$ cat src/rtl/interrupt_sequencer_pkg.sv
// Shared definitions for the interrupt entry sequencer: state encoding and defaults.
// INT_FLAG_SAVE_EN adds the PUSH_FLAGS state (flags pushed as a third stack word).
package interrupt_sequencer_pkg;

  localparam int FLAG_WIDTH = 3;
  localparam logic [15:0] VECTOR_ADDR_DEFAULT = 16'h0000;

  typedef enum logic [2:0] {
    ST_IDLE       = 3'd0,
    ST_WAIT_SAFE  = 3'd1,
    ST_FLUSH      = 3'd2,
    ST_PUSH_HI    = 3'd3,
    ST_PUSH_LO    = 3'd4,
`ifdef INT_FLAG_SAVE_EN
    ST_PUSH_FLAGS = 3'd5,
`endif
    ST_READ_VEC   = 3'd6,
    ST_LOAD_PC    = 3'd7
  } state_e;

endpackage

$ cat src/rtl/interrupt_sequencer.sv
// Hardware interrupt entry sequencer: waits for a safe boundary, flushes, pushes the
// return PC (and flags when INT_FLAG_SAVE_EN is defined), then loads the vector into the PC.
module interrupt_sequencer
  import interrupt_sequencer_pkg::*;
#(
  parameter int                    PC_WIDTH    = 32,
  parameter int                    DATA_WIDTH  = 16,
  parameter logic [DATA_WIDTH-1:0] VECTOR_ADDR = VECTOR_ADDR_DEFAULT
) (
  input  logic                  clk,
  input  logic                  reset,
  input  logic                  int_req,
  input  logic                  imm_pending,
  input  logic                  branch_taken,
  input  logic [PC_WIDTH-1:0]   pc_in,
  input  logic [FLAG_WIDTH-1:0] flags_in,
  input  logic                  stack_ack,
  input  logic                  vec_valid,
  input  logic [DATA_WIDTH-1:0] vec_data,
  output logic                  int_to_cu,
  output logic                  stall_fetch,
  output logic                  flush_fd,
  output logic                  stack_push,
  output logic [DATA_WIDTH-1:0] stack_data,
  output logic                  vec_read,
  output logic [DATA_WIDTH-1:0] vec_addr,
  output logic                  pc_load,
  output logic [PC_WIDTH-1:0]   pc_load_value,
  output logic                  busy
);

  state_e                state_q, state_d;
  logic                  pending_q, pending_d;
  logic [PC_WIDTH-1:0]   ret_pc_q, ret_pc_d;
  logic [DATA_WIDTH-1:0] vec_q, vec_d;
  logic                  safe;

`ifdef INT_FLAG_SAVE_EN
  logic [FLAG_WIDTH-1:0] flags_q, flags_d;
`else
  logic unused_flags;
  assign unused_flags = ^flags_in;
`endif

  assign safe = !imm_pending && !branch_taken;

  // NOTE: every always_comb target gets a default first, so no path can infer a latch.
  always_comb begin
    state_d   = state_q;
    pending_d = pending_q;
    ret_pc_d  = ret_pc_q;
    vec_d     = vec_q;
`ifdef INT_FLAG_SAVE_EN
    flags_d   = flags_q;
`endif
    // WAIT_SAFE already owns the request that brought us here.
    if (int_req && state_q != ST_IDLE && state_q != ST_WAIT_SAFE) pending_d = 1'b1;
    case (state_q)
      ST_IDLE: begin
        if (int_req || pending_q) begin
          pending_d = 1'b0;
          state_d   = safe ? ST_FLUSH : ST_WAIT_SAFE;
        end
      end
      ST_WAIT_SAFE: if (safe) state_d = ST_FLUSH;
      ST_FLUSH: begin
        ret_pc_d = pc_in;
`ifdef INT_FLAG_SAVE_EN
        flags_d  = flags_in;
`endif
        state_d  = ST_PUSH_HI;
      end
      ST_PUSH_HI: if (stack_ack) state_d = ST_PUSH_LO;
`ifdef INT_FLAG_SAVE_EN
      ST_PUSH_LO:    if (stack_ack) state_d = ST_PUSH_FLAGS;
      ST_PUSH_FLAGS: if (stack_ack) state_d = ST_READ_VEC;
`else
      ST_PUSH_LO:    if (stack_ack) state_d = ST_READ_VEC;
`endif
      ST_READ_VEC: begin
        if (vec_valid) begin
          vec_d   = vec_data;
          state_d = ST_LOAD_PC;
        end
      end
      ST_LOAD_PC: state_d = ST_IDLE;
      default:    state_d = ST_IDLE;
    endcase
  end

  // Outputs decode registered state only; no input reaches an output combinationally.
  always_comb begin
    int_to_cu     = 1'b0;
    flush_fd      = 1'b0;
    stack_push    = 1'b0;
    stack_data    = '0;
    vec_read      = 1'b0;
    pc_load       = 1'b0;
    pc_load_value = '0;
    case (state_q)
      ST_FLUSH: begin
        int_to_cu = 1'b1;
        flush_fd  = 1'b1;
      end
      ST_PUSH_HI: begin
        int_to_cu  = 1'b1;
        stack_push = 1'b1;
        stack_data = DATA_WIDTH'(ret_pc_q >> DATA_WIDTH);
      end
      ST_PUSH_LO: begin
        int_to_cu  = 1'b1;
        stack_push = 1'b1;
        stack_data = ret_pc_q[DATA_WIDTH-1:0];
      end
`ifdef INT_FLAG_SAVE_EN
      ST_PUSH_FLAGS: begin
        int_to_cu  = 1'b1;
        stack_push = 1'b1;
        stack_data = DATA_WIDTH'(flags_q);
      end
`endif
      ST_READ_VEC: begin
        int_to_cu = 1'b1;
        vec_read  = 1'b1;
      end
      ST_LOAD_PC: begin
        int_to_cu     = 1'b1;
        pc_load       = 1'b1;
        pc_load_value = PC_WIDTH'(vec_q);
      end
      default: ;
    endcase
    stall_fetch = int_to_cu;
    busy        = (state_q != ST_IDLE);
  end

  assign vec_addr = VECTOR_ADDR;

  // NOTE: sequential state uses non-blocking assignments only; these few capture
  // registers are reset too so an aborted sequence leaves nothing stale on the outputs.
  always_ff @(posedge clk or posedge reset) begin
    if (reset) begin
      state_q   <= ST_IDLE;
      pending_q <= 1'b0;
      ret_pc_q  <= '0;
      vec_q     <= '0;
`ifdef INT_FLAG_SAVE_EN
      flags_q   <= '0;
`endif
    end else begin
      state_q   <= state_d;
      pending_q <= pending_d;
      ret_pc_q  <= ret_pc_d;
      vec_q     <= vec_d;
`ifdef INT_FLAG_SAVE_EN
      flags_q   <= flags_d;
`endif
    end
  end

endmodule
$ cat config.mk
export PLATFORM = sky130hd
export DESIGN_NAME = interrupt_sequencer
export DESIGN_NICKNAME = d
export VERILOG_FILES = /design/src/rtl/interrupt_sequencer_pkg.sv /design/src/rtl/interrupt_sequencer.sv
export SDC_FILE = /design/constraint.sdc
export NUM_CORES = 1
export LEC_CHECK = 0
export ABC_AREA = 1
export CAP_MARGIN = 20
export CORE_UTILIZATION = 50
export DETAILED_ROUTE_END_ITERATION = 8
export DONT_BUFFER_PORTS = 1
export SYNTH_ARGS = -nofsm -noshare
export SYNTH_HDL_FRONTEND = slang
export SYNTH_SLANG_ARGS = --single-unit
$ cat constraint.sdc
create_clock -name clk -period 2.91 [get_ports clk]
set_input_delay 0.582 -clock clk [delete_from_list [all_inputs] [get_ports clk]]
set_output_delay 0.582 -clock clk [all_outputs]
set_load 0.005 [all_outputs]
---- Word-level counts from Yosys, hierarchy flattened ----
Index checks and enable logic that the tools add are counted.
cells by class
  $add $sub $neg .......................... 0
  multiply operators ...................... 0
  div/mod/pow operators ................... 0
  order comparisons ....................... 0
  equality and inequality tests ........... 12
  shift operators ......................... 0
  multiplexer cells ....................... 17
  bitwise operators ....................... 0
  reduce and logical (&&, ||, !) cells .... 12
operators with widths
  cell                                                   number
  one-hot mux 16 bit (2 select lines)                    1
  one-hot mux 3 bit (6 select lines)                     1
  2-to-1 mux 16 bit                                      1
  2-to-1 mux 3 bit                                       5
  inequality test 2 bit, second input constant           5
  == test 3 bit, second input constant                   3
  2-to-1 mux 1 bit                                       8
  == test 3 x 2 -> 1 bit, second input constant          2
  AND reduction 5 bit                                    1
  OR reduction 5 bit                                     1
  == test 3 x 1 -> 1 bit, second input constant          1
  logical AND 1 bit                                      3
  logical NOT 3 bit                                      1
  inequality test 3 x 1 -> 1 bit, second input constant  1
  nonzero test 3 bit                                     1
  logical NOT 1 bit                                      2
  2-to-1 mux 2 bit                                       1
  AND reduction 2 bit                                    1
  OR reduction 2 bit                                     1
  logical OR 1 bit                                       1
word-level totals
  register bits after elaboration ......... 52
  bits in latches ......................... 0
  bits in writable memories ............... 0
  bits in read-only memories .............. 0
  bits of input ports ..................... 58
  memories kept ........................... 0

---- Logic depth before layout (Yosys ltp) ----
Gate-level depths: netlist of run 1.
  depth in word-level cells ............... 6
  mapped depth ............................ 8

---- Worst setup path after synthesis of run 1 ----
Ideal clock, no wire load.
  path kind ............................... flip-flop to output port
  from .................................... register state_q[1]
  to ...................................... output port pc_load_value[10]
  arrival time ............................ 1.043 ns
  required time ........................... 2.328 ns
  slack ................................... 1.285 ns
  cell stages (with the launch flop) ...... 7
  path buffers ............................ 2
  cell sequence ........................... dfrtp_1 -> buf_6 -> inv_4 -> nor3_4 -> inv_2 -> buf_6 -> nor2_1
between the ends
  cells in the longest elaborated chain, start to end .. 2
ends and longest elaborated chain
  element                   line                        source
  start: declaration        interrupt_sequencer.sv:32   state_e state_q, state_d;
  start signal: assignment  interrupt_sequencer.sv:151  state_q <= state_d;
  == test 3 bit             interrupt_sequencer.sv:100  case (state_q)
  2-to-1 mux 16 bit         interrupt_sequencer.sv:100
  end: declaration          interrupt_sequencer.sv:28   output logic [PC_WIDTH-1:0] pc_load_value,
Every way passes these cells.

---- Worst setup path in the final report of run 1 ----
  from .................................... register state_q[1]
  to ...................................... output port stack_data[12]
between the ends
  cells in the longest elaborated chain, start to end .. 2
ends and longest elaborated chain
  element                                                         line                        source
  == test 3 bit / == test 3 x 2 -> 1 bit (equally long branches)  interrupt_sequencer.sv:100
  one-hot mux 16 bit (2 select lines) *                           interrupt_sequencer.sv:100
  end: declaration                                                interrupt_sequencer.sv:24   output logic [DATA_WIDTH-1:0] stack_data,
Mark *: on every way between the ends. The rest lies on a longest branch, timed or not.

==> results of run 1 <==
==> per-stage QoR <==
step / hold slack (ns) / instance area, sq um / power, uW / std cells
floorplan: 0.449 / 2860 / 2150 / 374
global placement: 0.449 / 2610 / 2240 / 398
detailed placement: 0.452 / 2610 / 2270 / 398
CTS: 0.121 / 2700 / 2700 / 406
global route: 0.129 / 2700 / 2910 / 406
finish: 0.118 / 2700 / 2650 / 406
==> sequential cells by signal (all words and copies together), names as in the netlist <==
register   cells
state_q        3
vec_q         16
pending_q      1
ret_pc_q      32
==> layout make-up <==
class,instances,area share (%)
Sequential cell,52,48.2
Multi-Input combinational cell,228,37.8
Inverter,45,6.44
Tap cell,70,3.25
Clock buffer,7,3.20
Timing Repair Buffer,3,0.834
Clock inverter,1,0.278
==> kinds of logic after synthesis <==
kind of cell | Yosys count | synth area share, %
flops | 52 | 47.5
buf+inv | 94 | 19.5
other cells | 1 | 0.137
simple gates | 143 | 23.0
compound gates | 53 | 9.82
==> synth_stat cells <==
cell type | number | area share (%)
o21ai_0 | 33 | 6.0
buf_2 | 7 | 1.3
inv_2 | 4 | 0.55
buf_4 | 35 | 9.6
nand3_4 | 1 | 0.64
dfrtp_1 | 52 | 47
nand2_4 | 1 | 0.41
conb_1 | 1 | 0.14
inv_4 | 2 | 0.46
nand2_1 | 73 | 10
clkbuf_1 | 2 | 0.27
nor2_8 | 1 | 0.73
inv_1 | 39 | 5.3
nand2_2 | 2 | 0.46
nand3_1 | 21 | 3.8
a21oi_1 | 17 | 3.1
buf_6 | 5 | 2.1
nor3_4 | 1 | 0.59
o22ai_1 | 3 | 0.69
nor2_1 | 41 | 5.6
nand3_2 | 2 | 0.73
==> worst paths after layout <==
path / from / end / slack [ns] / cells past startpoint
setup / recovery: state_q[1]$_DFFE_PP0P_ / stack_data[12] / 0.59 / 2
hold / removal: reset / vec_q[9]$_DFFE_PP0P_ / 0.12 / 1
setup reg to reg: state_q[0]$_DFFE_PP0P_ / ret_pc_q[27]$_DFFE_PP0P_ / 1.06 / 5
hold reg to reg: ret_pc_q[6]$_DFFE_PP0P_ / ret_pc_q[6]$_DFFE_PP0P_ / 0.49 / 2
max in group asynchronous: reset / ret_pc_q[13]$_DFFE_PP0P_ / 2.03 / 2
min in group clk: pc_in[6] / ret_pc_q[6]$_DFFE_PP0P_ / 0.39 / 2
==> layer usage <==
metal  wire length, um  share of wire (%)  GRT usage (%)
met1              2180                 44           22.6
met2              2310                 47           29.9
met3               370                7.5           5.03
met4                61                1.2           5.77
met5                 0                  0              0
==> placed cells by master (no fill, tap or decap), types with 3 or more instances in the layout <==
master | synthesis | final
a21oi_1 | 17 | 17
conb_1 | 1 | 32
nand3_1 | 21 | 21
clkbuf_8 | 0 | 6
nand2_1 | 73 | 73
buf_4 | 35 | 3
inv_2 | 4 | 5
inv_1 | 39 | 38
nor2_1 | 41 | 41
dfrtp_1 | 52 | 52
o22ai_1 | 3 | 3
o21ai_0 | 33 | 33
==> power groups by stage <==
stage / Sequential (uW) / Clock, uW / Combinational [uW]
floorplan: 1170 / 0 / 982
global placement: 1230 / 0 / 1010
detailed placement: 1230 / 0 / 1040
CTS: 1220 / 437 / 1040
global route: 1260 / 461 / 1190
finish: 1220 / 419 / 1010
==> metrics.md, run 1 <==
| Metric | Value |
|---|---|
| Fillers | 525 |
| Full die area | 5780 sq um |
| First-pass GRT wire length | 8.26 mm |
| Worst skew pair latency | 0.30 ns |
| CP top delay family | flip-flops |
| Min Tclk post-route | 2.32 ns |
| First drt pass iteration count | 4 |
| CTS Buf Count | 5 |
| DRT Wirelength | 4.93 mm |
| Combinational cell fraction of total power | 38.2% |
| Worst Slack Setup Final | 0.589 ns |
| Worst VDD drop | 0.589 mV |
| Seq/Total Area, Yosys | 47.5% |
| Vias in the first global route | 1798 |
| Antenna viol nets, final | 0 |
| Fraction of layout cells with a size suffix above 1 | 7.44% |
| Post_cts resized | 0 |
| Hold_buf cts | 0 |
| Post-Syn Area per Cell | 7.99 sq um |
| Dpl hpwl | 3.50 mm |
| Layout Area Growth over Synthesis | -1.51% |
| RSZ-0062 raised after global routing | no |
| Worst Skew | 0.00341 ns |
| Flop pwr share | 46.0% |
| Number of port buffers | 0 |
| Via/cell ratio | 4.81 |
| Die height | 76.0 um |
| Crit path cell chain | nand3_2 > o21ai_0 |
| Starting DRT DRC Count | 89 |
| Slew Viols, Final | 0 |
| P per Cell Area | 983 nW/um^2 |
| Final setup viols | 0 |
| #FFs+latches synth | 52 |
| Largest net degree at the start of global routing | 37 |
| Startpoint Class | flop |
| Setup CP Type | flop to output port |
| Total vias in the final route | 1953 |
| Worst setup EP type | output port |
| DRC violations left | 0 |
| Clock Tree Root | clkbuf_8 |
| Final Hold Viols | 0 |
| Net Sw Frac | 40.9% |
| DP Worst Slack | 0.882 ns |
| Crit path largest cell delay | 0.63 ns |
| Io pins | 129 |
| Netlist Area Pre-Place | 2740 sq um |
| Core area | 5200 sq um |
| Final core utilization | 51.9% |
| Sw power | 1080 uW |
| Distinct cells, synth | 21 |
| CP Max Fanout | 19 |
| Setup repair bufs after CTS | 0 |
| Max Clock Freq | 0.431 GHz |
| Sequential cell area | 1300 sq um |
| Initial antenna violation count | 0 |
| H-tree Lvls | 2 |
| Syn Inst Count | 343 |
| Initial Util | 52.6% |
| CP required | 2.33 ns |
| WP buf/inv | 0 |
| Overall Global Routing Usage | 17.9% |
| CTS tree | done |
| Yosys warning count | 0 |
| Die X-Extent | 76.0 um |
| Area of the multi-input gates | 1020 sq um |
| Routed length per instance | 12.1 um |
| # diodes | 0 |
| Post-layout nets | 393 |
| CP Data Arrival Time | 1.74 ns |
| Number of max-cap violations | 0 |
| Pleak | 0.00144 uW |
| TritonCTS sink count | 52 |
| Worst hold path type | primary input to asynchronous set/reset pin |
| Status | finished, final reports clean |
| Clock-pin slew on the worst setup and hold paths | 0.09 ns |
| CP max stage cell | dfrtp_1 |
| Internal Power | 1570 uW |
| Fin crit share | 79.8% |
| Clock power frac | 15.8% |
| Max clock buf depth | 2 |
| GRT overflow | 0 |
| Final Wtd Congestion | 0.794 |
| Setup_tns | 0 ns |
| Std-Cell Rows | 26 |
No activity file was read; power rests on OpenSTA's default activity.
==> run 2, diff against run 1 <==
clock period = 2.2 ns   (was 2.91 ns; I/O delays follow)
==> metrics.md, run 2 (synthesis gave the netlist of run 1 again) <==
| Metric | Value |
|---|---|
| Reg-to-reg slack, setup | 0.54 ns |
| Max reg flops | 32 |
| Starting DRT DRC Count | 106 |
| Final Instance Area | 2720 sq um |
| Setup_tns | 0 ns |
| Commonest non-fill, non-tap cell in the layout | nand2_1 |
| DRT Wirelength | 5.10 mm |
| Setup CP Type | flop to output port |
| Io pins | 129 |
| Largest net degree at the start of global routing | 33 |
| Dpl hpwl | 3.51 mm |
| First drt pass iteration count | 4 |
| Max Clock Freq | 0.509 GHz |
| Worst R2R End | ret_pc_q[1]$_DFFE_PP0P_ |
| GRT overflow | 0 |
| P per Cell Area | 1300 nW/um^2 |
| Clock Tree Root | clkbuf_8 |
| Final Wtd Congestion | 0.786 |
| Startpoint Class | flop |
| CP required | 1.76 ns |
| Min Tclk post-route | 1.96 ns |
| Most frequent cells in the layout | 73 x nand2_1, 50 x dfrtp_1, 41 x nor2_1 |
| R2R depth | 6 |
| Fin crit share | 89.3% |
| Initial Util | 52.6% |
| Overall Global Routing Usage | 18.4% |
| Total Power | 3530 uW |
| Worst skew pair latency | 0.30 ns |
| Max clock buf depth | 2 |
| Worst Slack Setup Final | 0.236 ns |
| Clock power frac | 14.5% |
| Number of max-cap violations | 0 |
| Worst VDD drop | 0.571 mV |
| Post-layout nets | 393 |
| Vias in the first global route | 1778 |
| Worst setup EP type | output port |
| CTS tree | done |
| Start of the worst register-to-register path | state_q[0]$_DFFE_PP0P_ |
| Number of port buffers | 0 |
| Combinational cell fraction of total power | 39.3% |
| Worst-Margin Slew | 0.556 ns |
| Antenna viol nets, final | 0 |
| Net Sw Frac | 41.4% |
| Routed length per instance | 12.6 um |
| H-tree Lvls | 2 |
| Std-Cell Rows | 26 |
| Die X-Extent | 76.0 um |
| Worst setup path start | state_q[0]$_DFFE_PP0P_ |
| # diodes | 0 |
| RSZ-0062 raised after global routing | no |
| Final Hold Viols | 0 |
| Setup repair bufs after CTS | 0 |
| Largest Register | ret_pc_q |
| Worst Skew | 0.00626 ns |
| Hold_buf cts | 0 |
| CTS Buf Count | 5 |
| Final core utilization | 52.2% |
| Pleak | 0.00144 uW |
| CP Max Fanout | 23 |
| Total vias in the final route | 1943 |
| Initial antenna violation count | 0 |
| Clock-pin slew on the worst setup and hold paths | 0.09 ns |
| Die height | 76.0 um |
| DP Worst Slack | 0.302 ns |
| Internal Power | 2070 uW |
| Flop pwr share | 46.2% |
| Worst rel slew slack | 62.9% |
| Regs by FF count | ret_pc_q: 32 flops, vec_q: 16 flops, state_q: 3 flops |
| DRC violations left | 0 |
| Post-DP Area | 2630 sq um |
| Core area | 5200 sq um |
| Worst hold path type | primary input to asynchronous set/reset pin |
| TritonCTS sink count | 52 |
| Sw power | 1460 uW |
| Slew Viols, Final | 0 |
| Status | finished, final reports clean |
| CP Data Arrival Time | 1.52 ns |
| Fraction of layout cells with a size suffix above 1 | 7.76% |
| Full die area | 5780 sq um |
| Layout Area Growth over Synthesis | -0.822% |
| Via/cell ratio | 4.80 |
| First-pass GRT wire length | 8.45 mm |
| Final setup viols | 0 |
==> run 2: worst max path at each step <==
stage	to	depth (start not counted)
after floorplan	pending_q$_DFF_PP0_	1
after global placement	stack_data[8]	2
after detailed placement	stack_data[0]	2
after CTS	pc_load_value[10]	4
after global routing	pc_load_value[14]	4
final	flush_fd	3
==> run 2: final cells by class <==
cell class                      count  area, sq um
Fill cell                         520         2490
Sequential cell                    52         1300
Multi-Input combinational cell    228         1030
Inverter                           45          174
Tap cell                           70         87.6
Clock buffer                        6         72.6
Timing Repair Buffer                3         47.5
Clock inverter                      1         5.00
==> run 2: timing repair <==
item,in CTS,in global routing
hold endpoints to repair,0,0
setup endpoints to repair,15,16
pin swaps,0,0
resized for setup,1,2
==> run 2: worst max-delay path, stage by stage, from the launching register on <==
cell and delay (ns):
dfrtp_2 0.52, inv_4 0.13, nand3_4 0.20, inv_2 0.37
==> run 2: power by group through the flow <==
stage / sequential [uW] / clock, uW / combinational (uW)
after floorplan: 1540 / 0 / 1300
after global placement: 1630 / 0 / 1370
after detailed placement: 1640 / 0 / 1400
after CTS: 1630 / 533 / 1410
after global routing: 1680 / 565 / 1620
final: 1630 / 512 / 1390
==> run 2: through the flow <==
stage / hold slack [ns] / instances
3_3_place_gp: 0.410 / 398
3_5_place_dp: 0.409 / 398
4_1_cts: 0.0791 / 405
6_report: 0.0625 / 405
5_1_grt: 0.0974 / 405
2_1_floorplan: 0.449 / 374
==> run 2: per-layer routing <==
metal  track usage, %  wire length, um  share of wire [%]
met5                0                0                  0
met4             4.62               42               0.82
met3             6.11              458                9.0
met2             30.5             2320                 46
met1             23.4             2270                 45
